`src/rtl/mem_arbiter.sv`:
```
// Two-port (fetch/data) arbiter onto one shared single-cycle memory; optional MEM_ARBITER_RR_EN selects round-robin over fixed data priority.
// Latency: request seen in IDLE -> ISSUE next cycle -> ack the cycle after; one access per 3 cycles.
// Backpressure: requesters hold req until their ack pulse; the loser simply stays pending.
module mem_arbiter #(
    parameter int n = 16
) (
    input  logic         clk,
    input  logic         reset,
    input  logic         i_req,
    input  logic [n-1:0] i_addr,
    output logic         i_ack,
    output logic [n-1:0] i_rdata,
    input  logic         d_req,
    input  logic         d_we,
    input  logic [n-1:0] d_addr,
    input  logic [n-1:0] d_wdata,
    output logic         d_ack,
    output logic [n-1:0] d_rdata,
    output logic         mem_en,
    output logic         mem_we,
    output logic [n-1:0] mem_addr,
    output logic [n-1:0] mem_wdata,
    input  logic [n-1:0] mem_rdata,
    output logic         busy
);

    typedef enum logic [1:0] {IDLE, ISSUE, RESP} state_t;
    typedef enum logic [1:0] {NONE, INST, DATA} grant_t;

    state_t state, state_nxt;
    grant_t grant, grant_nxt;
    grant_t contend_pick;

`ifdef MEM_ARBITER_RR_EN
    grant_t last_grant;

    always_ff @(posedge clk) begin
        if (reset) begin
            last_grant <= INST;
        end else if (state == IDLE && state_nxt == ISSUE) begin
            last_grant <= grant_nxt;
        end
    end

    assign contend_pick = (last_grant == INST) ? DATA : INST;
`else
    assign contend_pick = DATA;
`endif

    always_ff @(posedge clk) begin
        if (reset) begin
            state <= IDLE;
            grant <= NONE;
        end else begin
            state <= state_nxt;
            grant <= grant_nxt;
        end
    end

    always_comb begin
        state_nxt = state;
        grant_nxt = grant;
        case (state)
            IDLE: begin
                if (i_req && d_req) begin
                    state_nxt = ISSUE;
                    grant_nxt = contend_pick;
                end else if (d_req) begin
                    state_nxt = ISSUE;
                    grant_nxt = DATA;
                end else if (i_req) begin
                    state_nxt = ISSUE;
                    grant_nxt = INST;
                end
            end
            ISSUE: state_nxt = RESP;
            // Completion is unconditional so a dropped req still gets its ack.
            RESP: begin
                state_nxt = IDLE;
                grant_nxt = NONE;
            end
            default: begin
                state_nxt = IDLE;
                grant_nxt = NONE;
            end
        endcase
    end

    always_comb begin
        mem_en    = 1'b0;
        mem_we    = 1'b0;
        mem_addr  = '0;
        mem_wdata = '0;
        i_ack     = 1'b0;
        i_rdata   = '0;
        d_ack     = 1'b0;
        d_rdata   = '0;
        busy      = (state != IDLE);
        if (state == ISSUE) begin
            mem_en = 1'b1;
            if (grant == DATA) begin
                mem_we    = d_we;
                mem_addr  = d_addr;
                mem_wdata = d_wdata;
            end else begin
                mem_addr  = i_addr;
            end
        end else if (state == RESP) begin
            if (grant == DATA) begin
                d_ack   = 1'b1;
                d_rdata = mem_rdata;
            end else if (grant == INST) begin
                i_ack   = 1'b1;
                i_rdata = mem_rdata;
            end
        end
    end

endmodule

```
`config.mk`:
```
export PLATFORM = sky130hd
export DESIGN_NAME = mem_arbiter
export DESIGN_NICKNAME = d
export VERILOG_FILES = /design/src/rtl/mem_arbiter.sv
export SDC_FILE = /design/constraint.sdc
export NUM_CORES = 1
export LEC_CHECK = 0
export CORE_MARGIN = 2
export CORE_UTILIZATION = 21
export CTS_CLUSTER_DIAMETER = 100
export DETAILED_ROUTE_END_ITERATION = 12
export HOLD_SLACK_MARGIN = 0.15
export PLACE_DENSITY = 0.92
export SLEW_MARGIN = 20
export SYNTH_ARGS = -nofsm -noshare
export SYNTH_HDL_FRONTEND = slang
export SYNTH_SLANG_ARGS = --single-unit
```
`constraint.sdc`:
```
create_clock -name clk -period 1.8 [get_ports clk]
set_clock_uncertainty 0.2 [all_clocks]
set_input_delay 0.18 -clock clk [delete_from_list [all_inputs] [get_ports clk]]
set_output_delay 0.18 -clock clk [all_outputs]
set_load 0.1 [all_outputs]
```
[After elaboration in Yosys (flattened, before gate mapping)]
Cells that the tools add are included.
Storage, ports and cells
  flip-flop bits (word level): 4
  word-level logic and storage cells: 40
  bits of input ports: 69
Cells by class
  equality and inequality tests: 5
  bitwise gates (word level): 1
  mux-type cells: 28
  reduce and logical (&&, ||, !) cells: 4
Operators with widths (count)
  16-bit two-way mux: 11
  1-bit two-way mux: 10
  2-bit two-way mux: 5
  2-bit one-hot mux with 2 select lines: 2
  2-bit by 1-bit equality test with 1-bit output, second input constant: 2
  2-bit equality test, second input constant: 2
  4-bit inequality test, second input constant: 1
  2-bit logical NOT: 1
  2-bit AND reduction: 1
  2-bit nonzero test: 1
  1-bit logical AND: 1
  1-bit NOT: 1

[Depth between registers and ports, before layout]
  depth in word-level cells: 5
  depth in mapped cells: 5
  gate-level depth less buffers: 3

[Worst setup path before layout]
Ideal clock, no wire load.
  path kind: flip-flop to output port
  start: register grant[1]
  end: output port mem_addr[10]
  stages on the path, launching flop included: 6
  arrival time: 2.356 ns
  buffers on the path: 2
  path slack: -0.936 ns
  cells stage by stage: dfxtp_1 > nor2b_1 > buf_2 > buf_4 > nand2_1 > a21oi_1
On the way
  word-level cells in the longest chain between the ends: 3
RTL lines
  start, declared: line 31  | grant_t grant, grant_nxt;
  start signal, assigned: line 56  | grant <= grant_nxt;
  2-bit equality test: line 101  | if (grant == DATA) begin
  16-bit two-way mux: line 101
  16-bit two-way mux: line 99  | if (state == ISSUE) begin
  end, declared: line 21  | output logic [n-1:0] mem_addr,
No other way between the ends.

[Worst setup path in the final report]
  start: register grant[0]
  end: output port i_rdata[11]
On the way
  word-level cells in the longest chain between the ends: 5
  elaborated cells on any way between the ends: 6
RTL lines
  2-bit by 1-bit equality test with 1-bit output: line 112  | end else if (grant == INST) begin
  16-bit two-way mux: line 112
  16-bit two-way mux *: line 109  | if (grant == DATA) begin
  16-bit two-way mux *: line 108  | end else if (state == RESP) begin
  16-bit two-way mux *: line 99
  end, declared: line 12  | output logic [n-1:0] i_rdata,
Mark *: on every way between the ends. The rest lies on a longest branch, timed or not.

==> reports/results.txt <==
Antenna Diode Count -> 0
Clock network latency to the later pin of the worst-skew pair -> 240 ps
Critical Path Fanout Max -> 8
Area after DPL -> 0.00317 mm2
Fraction of synthesized cell area taken by the top area cell type -> 39.9%
Routed wire length -> 8.41 mm
Pre-Repair DR Iteration Count -> 6
Worst Tran Pin Value -> 325 ps
Number of global-route vias before repair -> 1,873
Power Density -> 358 mW/mm2
Share of the synthesized area in compound gates (AO/OA/AOI/OAI) -> 12.2%
Mean number of vias per cell -> 5.42
Worst Setup Path Type -> reg2out
Clock tree from TritonCTS -> yes
Register clock-pin slew on the reported worst setup and hold paths -> 50 ps
Worst min-delay path category -> reg2reg
RSZ-0062 raised after global routing -> yes
Arithmetic-cell share of the synthesized area counting full adders, half adders and majority gates -> 0%
Category of the worst setup path launch point -> flop
Biggest area contributors in the synthesized netlist -> and2_1, nand2_1, a21oi_1, dfxtp_1, buf_2
Post-Synth Simple-Gate Area -> 69.4%
Part of the total power dissipated in the clock network -> 11.0%
Reg2Reg Depth -> 2
Most common cell after layout, fill and taps aside -> buf_12
Global-route wire length before repair -> 11.1 mm
Proportion of synthesized area in mux cells -> 0%
Ratio of cells with drive above 1 in the final layout -> 60.1%
Maximum buffer depth of the clock tree -> 2
Gate count of the mapped netlist -> 128
CTS Buf Count -> 3
Post-route minimum period -> 2040 ps
Maximum number of pins on one net before global-route repair -> 19
Part of the Yosys area used for sequential elements -> 10.4%
Count of final hold-check violations -> 0
Number of max-cap violations -> 0
Relative contribution of sequential cells to total power -> 9.9%
Register bit count reported by yosys -> 4
Power share of the combinational group -> 79.1%
Final Util -> 97.0%
Critical Path End Type -> output pin
Max-slew headroom -> 77.8%
Global placement routability congestion -> 0.875
Std-Cell Rows -> 21
Via Count -> 1,718
Period utilization -> 113%
Switching share of power -> 52.5%
Io pins -> 138
H-Tree Depth -> 1
Port Buffer Count -> 137
Total overflow reported by the global router -> 0
Failing checks -> negative setup slack
Starting density of the core -> 22.5%
Post-Synthesis Cell Area -> 768 um2
Fmax -> 0.491 GHz
Syn_nets -> 197
Distinct cell type count of the synthesized netlist -> 19
Biggest area consumer among synthesized cells -> and2_1
Floorplan Core Area -> 0.00342 mm2
Number of synthesis warnings -> 0
Crit path setup slack, layout -> -239 ps
Net count of the finished layout -> 341
Worst Path Required -> 1420 ps
Post-route cell area -> 0.00331 mm2
Outcome -> finished, violations left
Global Route Usage Sum -> 36.9%
CTS sink cnt -> 4
Routed wirelength normalized by instance count -> 26.5 um
Fin. max-slew vios -> 0
DRC violation count after routing -> 0
Count of final setup violators -> 67
Die width -> 64.5 um
Data arrival time at the worst-slack endpoint -> 1660 ps
Average cell area after synthesis -> 6.00 um2
Number of DRC markers after the initial detailed-route iteration -> 91
Switch Pwr -> 622 uW
Chip Height -> 64.5 um
Reported leakage power -> 0.00131 uW
Die Footprint -> 0.00416 mm2
Power Internal -> 563 uW
Initial antenna violation count -> 0
Post-route antenna net violation count -> 0
Hold path depth -> 1
Highest-count cells in the layout ignoring fill and taps -> buf_12, clkdlybuf4s50_1, and2_4, nand2_1, and2_2
Xor and xnor area share after synthesis -> 0%
Root buf cell -> clkbuf_4
Maximum ir drop on the vdd rail -> 0.000341 V
Layout overhead on the synthesized area -> 331%
Largest family of logic cells by synthesized area -> simple AND/OR/NAND/NOR gates
Placed wire-length estimate -> 4.48 mm
-- final timing paths --
| kind | slack (ps) | to | start |
|---|---|---|---|
| worst max-delay path | -240 | i_rdata[11] | grant[0] |
| worst min-delay path | 320 | grant[0] | state[1] |
| worst max register to register | 520 | grant[0] | state[0] |
| worst min register to register | 320 | grant[0] | state[1] |
-- power groups by stage --
| stage | Sequential, uW | Combinational (uW) | Clock, uW |
|---|---|---|---|
| 3_3_place_gp | 111 | 859 | 0 |
| 4_1_cts | 112 | 901 | 126 |
| 5_1_grt | 117 | 955 | 136 |
| 3_5_place_dp | 113 | 877 | 0 |
| 6_report | 118 | 937 | 130 |
| 2_1_floorplan | 109 | 494 | 0 |
-- routing by layer --
metal,track usage [%],wire length [um]
met2,69.9,4560
met3,9.20,678
met1,33.3,2360
met4,27.9,822
met5,0,0
-- metrics by stage --
| step | setup TNS (ps) | instances | hold WS (ps) | setup WS [ps] | power, uW |
|---|---|---|---|---|---|
| 2_1_floorplan | 0 | 128 | 47.1 | 3.36 | 603 |
| 3_3_place_gp | 0 | 307 | 317 | 171 | 970 |
| 3_5_place_dp | 0 | 307 | 345 | 85.4 | 990 |
| 4_1_cts | -2780 | 316 | 277 | -100 | 1140 |
| 5_1_grt | -8570 | 317 | 330 | -238 | 1210 |
| 6_report | -6820 | 317 | 318 | -239 | 1190 |
-- Yosys cell counts, drive strengths merged --
master / count
buf: 9
nor2b: 2
nand2: 33
nand2b: 3
a2111oi: 1
nor4b: 1
a21oi: 17
or2: 1
and4bb: 1
nor4: 1
nor3: 2
dfxtp: 4
nor2: 2
inv: 2
and2: 49
-- logic make-up after synthesis --
kind of cell | after synthesis
flip-flops | 4
AO/OA/AOI/OAI | 18
buffers and inverters | 11
AND/OR/NAND/NOR | 95
-- flip-flops by register name, indices dropped and copies added, names as in the netlist --
signal / flops
state: 2
grant: 2
-- worst max-delay path, cell delays in order (launching register included) --
cell and delay (ps):
dfxtp_4 400, inv_4 60, nor4b_4 270, buf_4 200, buf_8 130, and2_4 170
buf_12 170
-- area by class of cell --
type | instances | area (um2)
well taps | 46 | 57.6
clock buffers | 4 | 26.3
repair buffers | 148 | 2190
fillers | 61 | 104
multi-input cells | 113 | 927
flip-flops and latches | 4 | 95.1
inverters | 2 | 13.8
-- what timing repair did --
item	4_1_cts	5_1_grt
resized for setup	26	7
setup buffers	2	3
hold endpoints to repair	0	0
pin swaps	17	2
hold buffers	0	0
gates cloned	3	0
setup endpoints to repair	68	66
No activity file was read; power rests on OpenSTA's default activity.
